`config.mk`:
```
export PLATFORM = sky130hd
export DESIGN_NAME = openram_testchip_ctrl
export DESIGN_NICKNAME = d
export VERILOG_FILES = /design/src/rtl/openram_testchip_ctrl.sv
export SDC_FILE = /design/constraint.sdc
export NUM_CORES = 1
export LEC_CHECK = 0
export ABC_AREA = 0
export ABC_CLOCK_PERIOD_IN_PS = 11300
export CAP_MARGIN = 10
export CORE_AREA = 2 2 563 565
export CTS_CLUSTER_DIAMETER = 40
export DETAILED_ROUTE_END_ITERATION = 8
export DIE_AREA = 0 0 565 567
export PLACE_DENSITY = 0.32
export SLEW_MARGIN = 5
export SYNTH_ARGS = -nofsm -noshare
export SYNTH_HDL_FRONTEND = slang
export SYNTH_SLANG_ARGS = --single-unit
```
`constraint.sdc`:
```
create_clock -name clk -period 11.3 [get_ports clk]
set_input_delay 3.39 -clock clk [delete_from_list [all_inputs] [get_ports clk]]
set_output_delay 3.39 -clock clk [all_outputs]
set_load 0.03 [all_outputs]
```
`src/rtl/openram_testchip_ctrl.sv`:
```
// Packet register and SRAM pin decode for the OpenRAM test chip: LA parallel load, read-data capture
// and, when GPIO_SCAN_EN is defined, a serial GPIO scan path through the same 112-bit packet.
module openram_testchip_ctrl #(
  parameter int ADDR_SIZE  = 16,
  parameter int DATA_SIZE  = 32,
  parameter int WMASK_SIZE = 4,
  parameter int SEL_SIZE   = 4,
  parameter int MAX_CHIPS  = 16,
  localparam int TOTAL_SIZE = SEL_SIZE + 2 * (ADDR_SIZE + DATA_SIZE + 2 + WMASK_SIZE)
) (
  input  logic                           clk,
  input  logic                           reset,
  input  logic                           in_select,
  input  logic                           la_in_load,
  input  logic                           la_sram_load,
  input  logic [TOTAL_SIZE-1:0]          la_data_in,
  input  logic                           gpio_in,
  input  logic                           gpio_scan,
  input  logic                           gpio_sram_load,
  input  logic [MAX_CHIPS*DATA_SIZE-1:0] sram_data0,
  input  logic [MAX_CHIPS*DATA_SIZE-1:0] sram_data1,
  output logic [ADDR_SIZE-1:0]           left_addr0,
  output logic [ADDR_SIZE-1:0]           left_addr1,
  output logic [DATA_SIZE-1:0]           left_din0,
  output logic [DATA_SIZE-1:0]           left_din1,
  output logic                           left_web0,
  output logic                           left_web1,
  output logic [WMASK_SIZE-1:0]          left_wmask0,
  output logic [WMASK_SIZE-1:0]          left_wmask1,
  output logic [MAX_CHIPS-1:0]           left_csb0,
  output logic [MAX_CHIPS-1:0]           left_csb1,
  output logic [ADDR_SIZE-1:0]           right_addr0,
  output logic [DATA_SIZE-1:0]           right_din0,
  output logic                           right_web0,
  output logic [WMASK_SIZE-1:0]          right_wmask0,
  output logic [MAX_CHIPS-1:0]           right_csb0,
  output logic [TOTAL_SIZE-1:0]          la_data_out,
  output logic                           gpio_out
);

  // Field offsets within the packet; port 1 sits in the low half, port 0 above it, sel on top.
  localparam int PORT_BITS  = ADDR_SIZE + DATA_SIZE + 2 + WMASK_SIZE;
  localparam int WMASK1_LSB = 0;
  localparam int WEB1_BIT   = WMASK_SIZE;
  localparam int CSB1_BIT   = WMASK_SIZE + 1;
  localparam int DIN1_LSB   = WMASK_SIZE + 2;
  localparam int ADDR1_LSB  = DIN1_LSB + DATA_SIZE;
  localparam int WMASK0_LSB = PORT_BITS + WMASK1_LSB;
  localparam int WEB0_BIT   = PORT_BITS + WEB1_BIT;
  localparam int CSB0_BIT   = PORT_BITS + CSB1_BIT;
  localparam int DIN0_LSB   = PORT_BITS + DIN1_LSB;
  localparam int ADDR0_LSB  = PORT_BITS + ADDR1_LSB;
  localparam int SEL_LSB    = 2 * PORT_BITS;

  localparam logic [TOTAL_SIZE-1:0] RESET_PKT =
    (TOTAL_SIZE'(1) << CSB0_BIT) | (TOTAL_SIZE'(1) << WEB0_BIT) |
    (TOTAL_SIZE'(1) << CSB1_BIT) | (TOTAL_SIZE'(1) << WEB1_BIT);

  logic [TOTAL_SIZE-1:0] pkt;
  logic [TOTAL_SIZE-1:0] captured;
  logic [TOTAL_SIZE-1:0] shifted;
  logic [SEL_SIZE-1:0]   sel;
  logic                  do_load;
  logic                  do_scan;
  logic                  do_capture;
  logic [DATA_SIZE-1:0]  dout0 [MAX_CHIPS];
  logic [DATA_SIZE-1:0]  dout1 [MAX_CHIPS];

  assign sel = pkt[SEL_LSB +: SEL_SIZE];

  for (genvar g = 0; g < MAX_CHIPS; g++) begin : g_dout
    assign dout0[g] = sram_data0[g*DATA_SIZE +: DATA_SIZE];
    assign dout1[g] = sram_data1[g*DATA_SIZE +: DATA_SIZE];
  end

`ifdef GPIO_SCAN_EN
  assign do_load    = !in_select && la_in_load;
  assign do_scan    = in_select && gpio_scan;
  assign do_capture = in_select ? (!gpio_scan && gpio_sram_load)
                                : (!la_in_load && la_sram_load);
  assign shifted    = {pkt[TOTAL_SIZE-2:0], gpio_in};
  assign gpio_out   = pkt[TOTAL_SIZE-1];
`else
  logic unused_gpio;
  assign unused_gpio = ^{in_select, gpio_in, gpio_scan, gpio_sram_load};
  assign do_load     = la_in_load;
  assign do_scan     = 1'b0;
  assign do_capture  = !la_in_load && la_sram_load;
  assign shifted     = pkt;
  assign gpio_out    = 1'b0;
`endif

  // Only ports that are selected for a read pick up the macro's dout; everything else is kept.
  always_comb begin
    captured = pkt;
    if (!pkt[CSB0_BIT] && pkt[WEB0_BIT]) captured[DIN0_LSB +: DATA_SIZE] = dout0[sel];
    if (!pkt[CSB1_BIT] && pkt[WEB1_BIT]) captured[DIN1_LSB +: DATA_SIZE] = dout1[sel];
  end

  always_ff @(posedge clk or posedge reset) begin
    if (reset)           pkt <= RESET_PKT;
    else if (do_load)    pkt <= la_data_in;
    else if (do_scan)    pkt <= shifted;
    else if (do_capture) pkt <= captured;
  end

  assign left_addr0   = pkt[ADDR0_LSB +: ADDR_SIZE];
  assign left_din0    = pkt[DIN0_LSB +: DATA_SIZE];
  assign left_web0    = pkt[WEB0_BIT];
  assign left_wmask0  = pkt[WMASK0_LSB +: WMASK_SIZE];
  assign left_addr1   = pkt[ADDR1_LSB +: ADDR_SIZE];
  assign left_din1    = pkt[DIN1_LSB +: DATA_SIZE];
  assign left_web1    = pkt[WEB1_BIT];
  assign left_wmask1  = pkt[WMASK1_LSB +: WMASK_SIZE];
  assign right_addr0  = left_addr0;
  assign right_din0   = left_din0;
  assign right_web0   = left_web0;
  assign right_wmask0 = left_wmask0;
  assign la_data_out  = pkt;

  // Lower half of the chip index space is the dual-port left bank, upper half the single-port right bank.
  always_comb begin
    left_csb0  = '1;
    left_csb1  = '1;
    right_csb0 = '1;
    for (int i = 0; i < MAX_CHIPS; i++) begin
      if (sel == SEL_SIZE'(i)) begin
        if (i < MAX_CHIPS / 2) begin
          left_csb0[i] = pkt[CSB0_BIT];
          left_csb1[i] = pkt[CSB1_BIT];
        end else begin
          right_csb0[i] = pkt[CSB0_BIT];
        end
      end
    end
  end

endmodule

```
## Word-level counts from Yosys, hierarchy flattened

Cells that the tools add are included.

- Flip-flop bits (word level): 112
- Input bits: 1144
- Output and inout port bits: 320
- Word-level logic and storage cells: 66

- Magnitude comparators: 1
- Eq/ne operators: 15
- Muxes and demuxes: 34
- Bitwise operators: 1
- Reduce and logical (&&, ||, !) cells: 12

Operators by type and width:

| kind | count |
|---|---|
| 32-bit binary-select mux with 4-bit select | 2 |
| 32-bit two-way mux | 6 |
| 112-bit two-way mux | 1 |
| 92-bit two-way mux | 1 |
| 4-bit equality test, second input constant | 8 |
| 1-bit two-way mux | 24 |
| 4-bit by 3-bit equality test with 1-bit output, second input constant | 4 |
| 4-bit by 2-bit equality test with 1-bit output, second input constant | 2 |
| 2-bit nonzero test | 3 |
| 5-bit >= comparator, second input constant | 1 |
| 4-bit NOT with 5-bit output | 1 |
| 4-bit by 1-bit equality test with 1-bit output, second input constant | 1 |
| 4-bit logical NOT | 1 |
| 2-bit AND reduction | 2 |
| 1-bit logical AND | 3 |
| 1-bit logical NOT | 3 |

## Logic depth before layout (Yosys ltp)

Gate-level depths: netlist (run 1).

- Word-level depth: 7
- Mapped depth: 8
- Gate-level depth less buffers: 4

## Worst setup path before layout (run 1)

No wires, ideal clock.

- Path kind: register to output
- From: register pkt[109], in the netlist la_data_out[109]
- To: output port left_csb0[2]
- Arrival: 1.714 ns
- Required time: 7.910 ns
- Path slack: 6.196 ns
- Stages on the path, launching flop included: 6
- Buffers on the path: 3
- Path through: dfrtp_1 -> buf_4 -> buf_2 -> buf_2 -> nor2b_1 -> nand2_1

- Longest elaborated chain between the ends: 2

Ends and longest elaborated chain:

| item | line | RTL |
|---|---|---|
| start: declaration | 59 | `logic [TOTAL_SIZE-1:0] pkt;` |
| start signal: assignment | 102 | `else if (do_load) pkt <= la_data_in;` |
| start signal: assignment | 103 | `else if (do_scan) pkt <= shifted;` |
| start signal: assignment | 104 | `else if (do_capture) pkt <= captured;` |
| 4-bit by 2-bit equality test with 1-bit output | 127 | `if (sel == SEL_SIZE'(i)) begin` |
| 1-bit two-way mux | 127 |  |
| end: declaration | 30 | `output logic [MAX_CHIPS-1:0] left_csb0,` |

Every way passes these cells.

## Final worst setup path (run 1)

- From: register pkt[110], in the netlist la_data_out[110]
- To: output port right_csb0[15]

- Longest elaborated chain between the ends: 2

Ends and longest elaborated chain:

| item | line | RTL |
|---|---|---|
| 4-bit equality test | 127 |  |
| 1-bit two-way mux | 127 |  |
| end: declaration | 36 | `output logic [MAX_CHIPS-1:0] right_csb0,` |

Every way passes these cells.

==> flow_summary.toml, run 1 <==
[run_status]
outcome = "finished, final reports clean"

[timing]
slew_headroom = 0.1406
fmax_ghz = 0.1531
post-route-period-util = 0.5780
final.setup.tns_ns = 0
setup_viol = 0
layout_min_cycle_time_ns = 6.531
whs_ns = 0.5494
rsz0062_at_grt = "no"
hold_violations = 0
drv_slew = 0
worst_slew_pin_slew_ns = 1.253
skew_ns = 0.03710

[floorplan]
die_w_um = 565
rows = 206
die_y_um = 567
start_util = 0.04539
dieArea_sq_um = 320400
ios = 1464
core_sq_um = 313900

[logic_synthesis]
synth-edff-count = 0
syn_avg_cell_area_sq_um = 9.958
yosys_warnings = 0
synth_seq_cells = 112
syn-instance-count = 1431
synth_cell_types = 37
ys_async_sr_fraction = 1.000
netlist_area_sq_um = 14250
ys.flop_type = "dfrtp_1"
yosysSeqAreaShare = 0.1970

[layout]
final_cell_mix = "1433 x clkdlybuf4s50_1, 303 x mux2i_1, 118 x o22ai_1, 105 x dfrtp_1, 104 x mux4_2"
fin_util = 0.1041
syn2layout_area_growth_pct = 129.3
nets = 3767
layout_commonest_cell = "clkdlybuf4s50_1"
largest_register_ffs = 112
layout-drive-gt1-share = 0.1086

[routing]
drt_iter0_markers = 737
via_count = 17977
drt_pass1_iterations = 5
totalWireLength_um = 183000
vias_per_cell = 2.637
drcViolationCount = 0
routedWlPerCell_um = 26.84
ant_nets = 0

[critical_path]
r2r-start = "la_data_out[109]"
critical_path_arrival_ns = 3.14
worstPathRequired_ns = 7.91
rrSetupSlack_ns = 7.15
crit_path_end_kind = "output pin"
crit_fanout = 38
start_kind = "register"
r2r_end = "la_data_out[37]"
ff2ff_path_depth = 6
criticalPathCategory = "reg2out"

[place]
place.gp.congestion = 0.7961
hpwl_um = 160400
io_buffers = 1434

[clock_network]
cts_tree = "done"
clk_latency_ns = 0.58
path_clk_slew_ns = 0.10
clk_path_buf_depth = 3
cts.sinks = 112
clock-root-buffer = "clkbuf_16"
cts_resized = 0
holdBufCountCts = 0
cts_inserted_buffers = 13
post_cts_buffers = 0
htreeDepth = 3

[global_routing]
grt_pass1_wl_um = 223000
grt_usage = 0.1093
grt-ovfl-total = 0
grt_max_degree = 106
antenna_found_initial = 130
grt_pass1_vias = 19237

[hold_path]
hold_start = "la_data_out[43]"
whs_endpoint = "la_data_out[43]"
min_path_cells = 1
hp-class = "reg2reg"

[pwr]
vdd_drop_max_v = 0.00006310
leakagePower_uw = 0.01098
p_per_area_nw_per_um2 = 87.30

[job]
maxCapViolations = 0
## kinds of logic after synthesis
logic type,share of synthesized area
AO/OA/AOI/OAI,0.1393
other,0.0005270
buffers and inverters,0.1493
multiplexers,0.4348
AND/OR/NAND/NOR,0.07911
flip-flops,0.1970
## Yosys cell counts (4+ instances only)
| library cell | instances | area share |
|---|---|---|
| buf_1 | 11 | 0.0029 |
| o21ai_1 | 24 | 0.0084 |
| mux2i_1 | 304 | 0.21 |
| dfrtp_1 | 108 | 0.19 |
| buf_4 | 190 | 0.10 |
| clkbuf_1 | 33 | 0.0087 |
| a22oi_2 | 20 | 0.018 |
| mux2_2 | 72 | 0.057 |
| o221ai_1 | 24 | 0.015 |
| o22ai_1 | 118 | 0.052 |
| nand3b_1 | 4 | 0.0021 |
| nand2_1 | 52 | 0.014 |
| buf_6 | 14 | 0.011 |
| nand4_1 | 24 | 0.011 |
| mux4_2 | 104 | 0.16 |
| nor3_1 | 40 | 0.014 |
| dfstp_2 | 4 | 0.0074 |
| a21oi_2 | 4 | 0.0025 |
| nor2_1 | 7 | 0.0018 |
| buf_2 | 73 | 0.026 |
| a21oi_1 | 60 | 0.021 |
| nand3_1 | 49 | 0.017 |
| and2_1 | 26 | 0.011 |
| nor2b_1 | 6 | 0.0026 |
| a22oi_1 | 44 | 0.023 |
## metal layers
| metal | vias up | track usage | part of all wire |
|---|---|---|---|
| li1 | 7779 | - | - |
| met1 | 8672 | 0.1165 | 0.37 |
| met2 | 1221 | 0.2069 | 0.52 |
| met3 | 261 | 0.03314 | 0.078 |
| met4 | 44 | 0.02553 | 0.028 |
| met5 | - | 0 | 0.0016 |
## through the flow
stage	area, sq um	setup slack (ns)	power (uW)	cells
floorplan	14340	4.958	1394	1454
global placement	32210	5.022	2404	6768
detailed placement	32210	5.072	2404	6768
CTS	32590	4.575	2964	6785
global route	32620	4.588	3010	6795
finish	32670	4.769	2852	6816
## where the power goes
group          internal, uW  switching, uW
Clock                   241            269
Sequential              454            113
Combinational           844            932
Total                  1540           1310
## area by class of cell
| type | count | area [sq um] |
|---|---|---|
| inverter | 2 | 22.52 |
| timing repair buffer | 1476 | 14690 |
| fill | 36203 | 281300 |
| clock inverter | 3 | 43.79 |
| tap | 4160 | 5205 |
| antenna | 31 | 77.57 |
| clock buffer | 14 | 339.1 |
| multi-input combinational | 1018 | 9470 |
| sequential | 112 | 2819 |
## worst max-delay path by stage
stage                      from              end
2_1_floorplan             reset   la_data_out[0]
3_3_place_gp         la_in_load  la_data_out[88]
3_5_place_dp         la_in_load  la_data_out[34]
4_1_cts        la_data_out[110]   right_csb0[12]
5_1_grt        la_data_out[110]   right_csb0[15]
6_report       la_data_out[110]   right_csb0[15]
## worst max-delay path, cell delays in order (launching register included)
cell and delay (ns):
dfrtp_4 0.92, and2_4 0.51, nor2b_1 0.43, nand2_1 0.10
clkdlybuf4s50_1 0.62
(Power assumes the default switching activity.)
==> inputs of run 2 (changes only) <==
--- a/config.mk
+++ b/config.mk
@@ -6,12 +6,12 @@
 export NUM_CORES = 1
 export LEC_CHECK = 0
 export ABC_AREA = 0
-export ABC_CLOCK_PERIOD_IN_PS = 11300
+export ABC_CLOCK_PERIOD_IN_PS = 5400
 export CAP_MARGIN = 10
-export CORE_AREA = 2 2 563 565
+export CORE_AREA = 2 2 578 580
 export CTS_CLUSTER_DIAMETER = 40
 export DETAILED_ROUTE_END_ITERATION = 8
-export DIE_AREA = 0 0 565 567
+export DIE_AREA = 0 0 580 582
 export PLACE_DENSITY = 0.32
 export SLEW_MARGIN = 5
 export SYNTH_ARGS = -nofsm -noshare
==> constraint.sdc (replaced) <==
create_clock -name clk -period 5.4 [get_ports clk]
set_input_delay 1.62 -clock clk [delete_from_list [all_inputs] [get_ports clk]]
set_output_delay 1.62 -clock clk [all_outputs]
set_load 0.03 [all_outputs]
==> run 2 against run 1 <==
Compared with the run above: non-clock buffer count increased by 12; worst hold slack improved by 0.014 ns; flip-flop and latch count unchanged; die area increased by 5.4%; cell area increased by 1.2%; clock power increased by 100%; clock skew decreased by 0.0048 ns; combinational power increased by 110%; cell count increased by 3.5%.
==> flow_summary.toml, run 2 (synthesized netlist as in run 1, its figures left out) <==
[clock_network]
holdBufCountCts = 0
cts_resized = 0
clk_latency_ns = 0.57
clock-root-buffer = "clkbuf_16"
cts_tree = "done"
post_cts_buffers = 0
path_clk_slew_ns = 0.10
cts.sinks = 112
clk_path_buf_depth = 3
cts_inserted_buffers = 13
htreeDepth = 3

[hold_path]
hp-class = "reg2reg"
whs_endpoint = "la_data_out[40]"
min_path_cells = 1
hold_start = "la_data_out[40]"

[critical_path]
cp_slowest_stage_delay_ns = 0.63
crit_fanout = 14
rrSetupSlack_ns = 1.89
crit_path_end_kind = "output pin"
worstPathRequired_ns = 3.78
cp_cell_sequence = "buf_4 -> and2_4 -> nor2b_1 -> nand2_1 -> clkdlybuf4s50_1"
ff2ff_path_depth = 6
r2r_end = "la_data_out[76]"
criticalPathCategory = "reg2out"
r2r-start = "la_data_out[109]"
critical_path_arrival_ns = 2.83
critPathSlowestCell = "clkdlybuf4s50_1"
start_kind = "register"

[layout]
syn2layout_area_growth_pct = 132.0
seq_area_sq_um = 2819
n_fill_cell = 38330
final_cells = 7054
fin_util = 0.09963
largest_register_ffs = 112
layout_commonest_cell = "clkdlybuf4s50_1"
fin_area_sq_um = 33060
final_cell_mix = "1433 x clkdlybuf4s50_1, 304 x mux2i_1, 118 x o22ai_1, 105 x dfrtp_1, 104 x mux4_2"
layout-drive-gt1-share = 0.1115
multi_input_area_sq_um = 9454
nets = 3779

[floorplan]
ios = 1464
dieArea_sq_um = 337600
rows = 212
start_util = 0.04294
die_w_um = 580
core_sq_um = 331800
die_y_um = 582

[timing]
final.setup.tns_ns = 0
worst_slew_pin_slew_ns = 1.226
layout_min_cycle_time_ns = 4.448
setup_ws_ns = 0.9518
setup_viol = 0
post-route-period-util = 0.8237
skew_ns = 0.03225
hold_violations = 0
drv_slew = 0
fmax_ghz = 0.2248
rsz0062_at_grt = "no"
slew_headroom = 0.1828

[pwr]
leakagePower_uw = 0.01105
p_per_area_nw_per_um2 = 180.0
vdd_drop_max_v = 0.0001347

[global_routing]
grt_usage = 0.1065
grt_pass1_vias = 18917
grt-ovfl-total = 0
grt_pass1_wl_um = 228500
antenna_found_initial = 146
grt_max_degree = 81

[routing]
routedWlPerCell_um = 26.50
ant_nets = 0
vias_per_cell = 2.569
via_count = 18122
totalWireLength_um = 186900
drcViolationCount = 0
drt_iter0_markers = 903
drt_pass1_iterations = 5

[place]
hpwl_um = 167700
place_area_sq_um = 32620
place.gp.congestion = 0.8830
post-place-cells = 7007
dp_slack_ns = 1.170
io_buffers = 1434

[job]
maxCapViolations = 0

[run_status]
outcome = "finished, final reports clean"
[run 2: cell types whose count changed in the layout (fill, tap and decap cells not counted), sizes merged]
cell    previous run  this run
diode             31        30
bufinv             1         0
buf               43        55
clkinv             1         2
[run 2: power by group]
part / internal (uW) / leakage [uW] / switching [uW]
Clock: 459 / 0.000180 / 567
Combinational: 1780 / 0.00958 / 1950
Sequential: 950 / 0.00129 / 243
Total: 3180 / 0.0111 / 2770
[run 2: worst max path at each step]
stage / startpoint / cells after the start / to / slack, ns
after floorplan: reset / 1 / la_data_out[0] / 0.83
after global placement: la_in_load / 5 / la_data_out[37] / 1.14
after detailed placement: la_sram_load / 5 / la_data_out[37] / 1.17
after CTS: la_data_out[111] / 5 / right_csb0[15] / 0.88
after global routing: la_data_out[111] / 5 / right_csb0[15] / 0.81
final: la_data_out[111] / 5 / right_csb0[15] / 0.95
[run 2: cell type report]
cell class,count,share of cell area
flip-flops and latches,112,0.08527
well taps,4387,0.1660
inverters,2,0.0006812
clock buffers,14,0.01026
clock inverters,3,0.0006812
multi-input cells,1018,0.2860
diodes,30,0.002271
repair buffers,1488,0.4488
[run 2: metrics by stage]
stage / hold WS (ns) / power [uW]
after floorplan: 0.6925 / 2918
after global placement: 0.5332 / 5058
after detailed placement: 0.5311 / 5059
after CTS: 0.5622 / 6179
after global routing: 0.5867 / 6268
final: 0.5632 / 5949
[run 2: routing by layer]
| layer | vias to the layer above | global-route usage | part of all wire |
|---|---|---|---|
| li1 | 7802 | - | - |
| met2 | 1261 | 0.2007 | 0.52 |
| met1 | 8710 | 0.1171 | 0.38 |
| met4 | 60 | 0.01893 | 0.024 |
| met5 | - | 0 | 0.0022 |
| met3 | 289 | 0.03224 | 0.076 |
[run 2: critical path: cells and delay by family, from the launching register on]
family                 cells  cell delay, ns
buffers and inverters      2            0.99
flip-flops                 1            0.50
AND/OR/NAND/NOR            3            0.79
